File: src/rtl/counter_sweep_ctrl.sv
// counter_sweep_ctrl: sequences an external up/down counter through a
// programmed number of low->up->low sweeps, with pause, abort and a
// one-cycle dwell at every turning point.
//
// state  | meaning
// -------+-----------------------------------------------------------
// IDLE   | waiting for start; limits/cycles captured on accept
// SEEK   | walking the counter to the registered low limit
// UP     | stepping the counter up to the registered up limit
// DOWN   | stepping the counter back down to the registered low limit
// DONE   | one-cycle completion pulse, then back to IDLE
module counter_sweep_ctrl #(
    parameter int WIDTH = 8,
    parameter int CYC_W = 4
) (
    input  logic             clk,
    input  logic             reset,
    input  logic             start,
    input  logic             abort,
    input  logic             pause,
    input  logic [WIDTH-1:0] low_limit,
    input  logic [WIDTH-1:0] up_limit,
    input  logic [CYC_W-1:0] cycles,
    input  logic [WIDTH-1:0] count,
    output logic             cnt_enable,
    output logic             cnt_dir,
    output logic             busy,
    output logic             done,
    output logic             err,
    output logic [CYC_W-1:0] sweep_idx
);

    typedef enum logic [2:0] {
        S_IDLE,
        S_SEEK,
        S_UP,
        S_DOWN,
        S_DONE
    } state_t;

    localparam logic [WIDTH-1:0] CNT_MAX = {WIDTH{1'b1}};
    localparam logic [WIDTH-1:0] CNT_MIN = '0;

    state_t           state;
    state_t           state_nxt;
    logic [WIDTH-1:0] low_q;
    logic [WIDTH-1:0] up_q;
    logic [CYC_W-1:0] cyc_q;
    logic [CYC_W-1:0] idx_nxt;
    logic [CYC_W:0]   idx_inc;
    logic             capture;
    logic             err_q;
    logic             err_nxt;

    // One extra bit so the "more sweeps to go" compare cannot wrap.
    assign idx_inc = {1'b0, sweep_idx} + {{CYC_W{1'b0}}, 1'b1};

    // State register.
    always_ff @(posedge clk or negedge reset) begin
        if (!reset) begin
            state <= S_IDLE;
        end else begin
            state <= state_nxt;
        end
    end

    // Captured program, sweep counter and error pulse.
    always_ff @(posedge clk or negedge reset) begin
        if (!reset) begin
            low_q     <= '0;
            up_q      <= '0;
            cyc_q     <= '0;
            sweep_idx <= '0;
            err_q     <= 1'b0;
        end else begin
            if (capture) begin
                low_q <= low_limit;
                up_q  <= up_limit;
                cyc_q <= cycles;
            end
            sweep_idx <= idx_nxt;
            err_q     <= err_nxt;
        end
    end

    // Next-state and counter control; enable/dir stay combinational so the
    // counter stops on the very edge it would reach a limit.
    always_comb begin
        state_nxt  = state;
        idx_nxt    = sweep_idx;
        cnt_enable = 1'b0;
        cnt_dir    = 1'b1;
        capture    = 1'b0;
        err_nxt    = 1'b0;
        case (state)
            S_IDLE: begin
                if (start) begin
                    if (low_limit >= up_limit) begin
                        err_nxt = 1'b1;
                    end else begin
                        capture   = 1'b1;
                        idx_nxt   = '0;
                        state_nxt = S_SEEK;
                    end
                end
            end
            S_SEEK: begin
                if (abort) begin
                    state_nxt = S_IDLE;
                end else if (!pause) begin
                    if (count < low_q) begin
                        cnt_enable = 1'b1;
                    end else if (count > low_q) begin
                        cnt_enable = 1'b1;
                        cnt_dir    = 1'b0;
                    end else begin
                        // Dwell cycle: enable low, advance on this edge.
                        state_nxt = (cyc_q == '0) ? S_DONE : S_UP;
                    end
                end
            end
            S_UP: begin
                if (abort) begin
                    state_nxt = S_IDLE;
                end else if (!pause) begin
                    if (count == up_q) begin
                        state_nxt = S_DOWN;
                    end else if (count != CNT_MAX) begin
                        cnt_enable = 1'b1;
                    end
                end
            end
            S_DOWN: begin
                if (abort) begin
                    state_nxt = S_IDLE;
                end else if (!pause) begin
                    if (count == low_q) begin
                        idx_nxt   = idx_inc[CYC_W-1:0];
                        state_nxt = (idx_inc < {1'b0, cyc_q}) ? S_UP : S_DONE;
                    end else if (count != CNT_MIN) begin
                        cnt_enable = 1'b1;
                        cnt_dir    = 1'b0;
                    end
                end
            end
            S_DONE: begin
                state_nxt = S_IDLE;
            end
            default: begin
                state_nxt = S_IDLE;
            end
        endcase
    end

    assign busy = (state != S_IDLE);
    assign done = (state == S_DONE);
    assign err  = err_q;

endmodule

File: config.mk
export PLATFORM = sky130hd
export DESIGN_NAME = counter_sweep_ctrl
export DESIGN_NICKNAME = d
export VERILOG_FILES = /design/src/rtl/counter_sweep_ctrl.sv
export SDC_FILE = /design/constraint.sdc
export NUM_CORES = 1
export LEC_CHECK = 0
export CELL_PAD_IN_SITES_DETAIL_PLACEMENT = 1
export CELL_PAD_IN_SITES_GLOBAL_PLACEMENT = 2
export CORE_MARGIN = 3
export CORE_UTILIZATION = 30
export CTS_CLUSTER_SIZE = 10
export DETAILED_ROUTE_END_ITERATION = 8
export PLACE_DENSITY = 0.87
export SLEW_MARGIN = 40
export SYNTH_ARGS = -nofsm -noshare
export SYNTH_HDL_FRONTEND = slang
export SYNTH_SLANG_ARGS = --single-unit
File: constraint.sdc
create_clock -name clk -period 2.4 [get_ports clk]
set_input_delay 0.24 -clock clk [delete_from_list [all_inputs] [get_ports clk]]
set_output_delay 0.24 -clock clk [all_outputs]
set_load 0.02 [all_outputs]
==> impl_metrics.py <==
metrics = {
    "pwr": {
        "share_of_power_burned_in_registers_pct": 34.4,
        "maximum_vdd_ir_drop_v": 0.000441,
        "netSwitchingFraction_pct": 37.0,
        "power_frac_clock_pct": 15.7,
        "total_power_density_per_cell_area_nw_per_um2": 899,
        "power_report.internal_total_uw": 1520,
        "leakage_uw": 0.00126,
        "power.combinational.fraction_pct": 49.9,
        "power_switching_uw": 896,
    },
    "sta": {
        "worst_slew_margin_rel_pct": 70.4,
        "post_route_skew_ps": 2.49,
        "finalHoldViolCount": 0,
        "max_clock_freq_mhz": 442,
        "tcrit_tclk_final_pct": 94.2,
        "setup_repair_after_global_routing_missed_its_margin": "no",
        "worst-slew-pin-transition_ps": 437,
        "setup_tns_ps": 0,
        "final-setup-viol-count": 0,
        "slew_viol_final": 0,
        "layout_min_cycle_time_ps": 2260,
    },
    "detailed_routing": {
        "wl_per_cell_um": 14.7,
        "first_pass_iters": 4,
        "routed_wirelength_um": 5130,
        "detailed_route_vias_per_instance": 4.98,
        "route.vias.total": 1738,
        "drc_violations": 0,
        "antenna_left": 0,
        "drt-initial-drc-count": 24,
    },
    "cells_and_area": {
        "fin_nets": 328,
        "n_antenna_cell": 0,
        "count_of_placed_standard_cells_in_the_final_layout_fillers_left_out": 349,
        "areaGrowthSynthToFinish_pct": 42.3,
        "fillCellCount": 718,
        "drive_above_1_share_pct": 19.7,
    },
    "clock_network": {
        "clkTransAtPathRegs_ps": 100,
        "clkLatencyLatePin_ps": 280,
        "clock-sinks": 28,
        "cts_hold_repair.buffers": 0,
        "clock_tree_from_tritoncts": "yes",
        "cts.repair_timing.setup_buffer_count": 0,
        "cts_root_buffer": "clkbuf_8",
        "numCtsBuffers": 3,
        "maximum_clock_insertion_buffer_count": 2,
        "cts.htree.levels": 1,
    },
    "synthesis": {
        "yosys.cell_types.count": 40,
        "ys_seq_area_share_pct": 37.0,
        "mappedNetlistNets": 257,
        "yosysWarnings": 0,
        "synth_area_um2": 1890,
        "ys_dominant_reg_cell": "dfrtp_1",
        "ys_async_sr_fraction_pct": 100,
        "synth_seq_cells": 28,
        "number_of_enable_flip_flop_cells_after_synthesis": 0,
        "syn_inst": 204,
        "synth_area_per_cell_um2": 9.27,
    },
    "placement": {
        "place.detailed.hpwl_um": 4240,
        "place.port_buffers": 41,
        "post-place-cells": 345,
        "place_congestion": 0.771,
    },
    "worst_setup_path": {
        "worstPathMaxFanout": 2,
        "cp_launch_point": "count[5]",
        "timing.critical_path.to_type": "flip-flop",
        "worst-endpoint-required_ps": 2570,
        "setup.worst_path.start_class": "input port",
        "critPathArrivalTime_ps": 2440,
        "critPathKind": "in2reg",
        "rr_startpoint": "low_q[5]",
    },
    "grt": {
        "antenna_violations_before_repair": 0,
        "globalRouteTotalUtil_pct": 15.0,
        "wire_length_of_the_first_global_routing_pass_um": 8820,
        "grt_pass1_vias": 1902,
        "largest_net_degree_at_the_start_of_global_routing": 29,
        "grt_remaining_overflow": 0,
    },
    "die": {
        "fp.dieH_um": 85.4,
        "rows": 28,
        "fp.dieW_um": 85.4,
        "floorplan.die_area_um2": 7290,
        "core-area_um2": 6030,
        "io-pin-count": 42,
        "initial_utilization_pct": 31.4,
    },
    "job": {
        "cap_violations": 0,
    },
    "worst_hold_path": {
        "worstHoldPathType": "in2async",
    },
    "outcome": {
        "outcome": "completed",
    },
}
metrics by stage:
step / util, % / setup WS [ps] / hold slack (ps) / total power, uW / instance area (um2)
after floorplan: - / 347 / -55.6 / 1570 / 1890
after global placement: 43.3 / -357 / 475 / 1980 / 2610
after detailed placement: 43.3 / -351 / 493 / 2050 / 2610
after CTS: 44.3 / 31.2 / 353 / 2440 / 2670
after global routing: 44.7 / 22.1 / 367 / 2650 / 2690
final: 44.7 / 139 / 334 / 2420 / 2690
cell type report:
class / instances / area, um2 / area share [%]
clock buffer: 3 / 41.3 / 1.53
multi-input combinational: 144 / 1080 / 40.3
inverter: 28 / 105 / 3.91
clock inverter: 1 / 30.0 / 1.12
timing repair buffer: 70 / 636 / 23.6
tap: 75 / 93.8 / 3.49
sequential: 28 / 701 / 26.0
kinds of logic (layout without fill, tap and decap cells):
family,count (synthesis),count (layout),synth area share (%)
flops,28,28,37.0
buf+inv,32,102,6.55
simple gates,57,57,14.9
mux,14,14,8.27
xor+xnor,10,10,4.63
compound gates,43,43,15.4
fa+ha+maj,20,20,13.2
cell usage in the layout (no fill, tap or decap), types with 3 or more instances in the layout:
cell and instances:
a211oi_1 3, a21oi_1 5, a31oi_1 5, buf_4 29, clkbuf_8 3, clkdlybuf4s50_1 38, dfrtp_1 28, ha_1 19
inv_1 28, mux2_2 11, nand2_1 15, nand3_1 3, nand4_1 7, nor2_1 16, o21ai_0 12, xnor2_1 9
power by group through the flow:
stage / combinational, uW / sequential (uW) / clock [uW]
4_1_cts: 1210 / 833 / 393
5_1_grt: 1370 / 865 / 417
6_report: 1210 / 831 / 380
2_1_floorplan: 764 / 802 / 0
3_3_place_gp: 1150 / 834 / 0
3_5_place_dp: 1200 / 847 / 0
cells in the mapped netlist (5+ instances only):
cell type,n,share of area [%]
inv_1,28,5.6
nand2_1,15,3.0
a21oi_1,5,1.3
o21ai_0,13,3.4
nor2_1,17,3.4
a31oi_1,5,1.7
nand4_1,7,2.3
ha_1,20,13
xnor2_1,9,4.2
mux2_2,11,6.5
dfrtp_1,28,37
metal layers:
metal  wire length, um  GRT usage [%]
met5                 0              0
met2              2710           28.2
met4                23           1.73
met1              2180           18.0
met3               221           2.91
registers in the layout (all words and copies together), names as in the netlist:
name / cells
up_q: 8
cyc_q: 4
low_q: 8
sweep_idx: 4
state: 3
err: 1
repair_timing:
action / CTS / global route
gates resized for setup: 9 / 6
endpoints found under the setup margin: 2 / 2
pin swaps: 0 / 2
critical path, cell delays in order:
cell and delay, ps:
clkdlybuf4s50_1 430, ha_1 340, a211oi_1 270, o21bai_1 130, or3_1 350, o221a_2 260
nand2_1 100, mux2_2 330
final timing paths:
kind                       endpoint  cells after the start  slack [ps]
setup / recovery           state[0]                      8         140
hold reg to reg            low_q[0]                      2         500
max in group asynchronous   up_q[1]                      2        1780
min in group clk           low_q[0]                      2         500
setup reg to reg           state[0]                      8         150
hold / removal             low_q[5]                      2         330
Note: power is estimated with default switching activity, not from simulation.
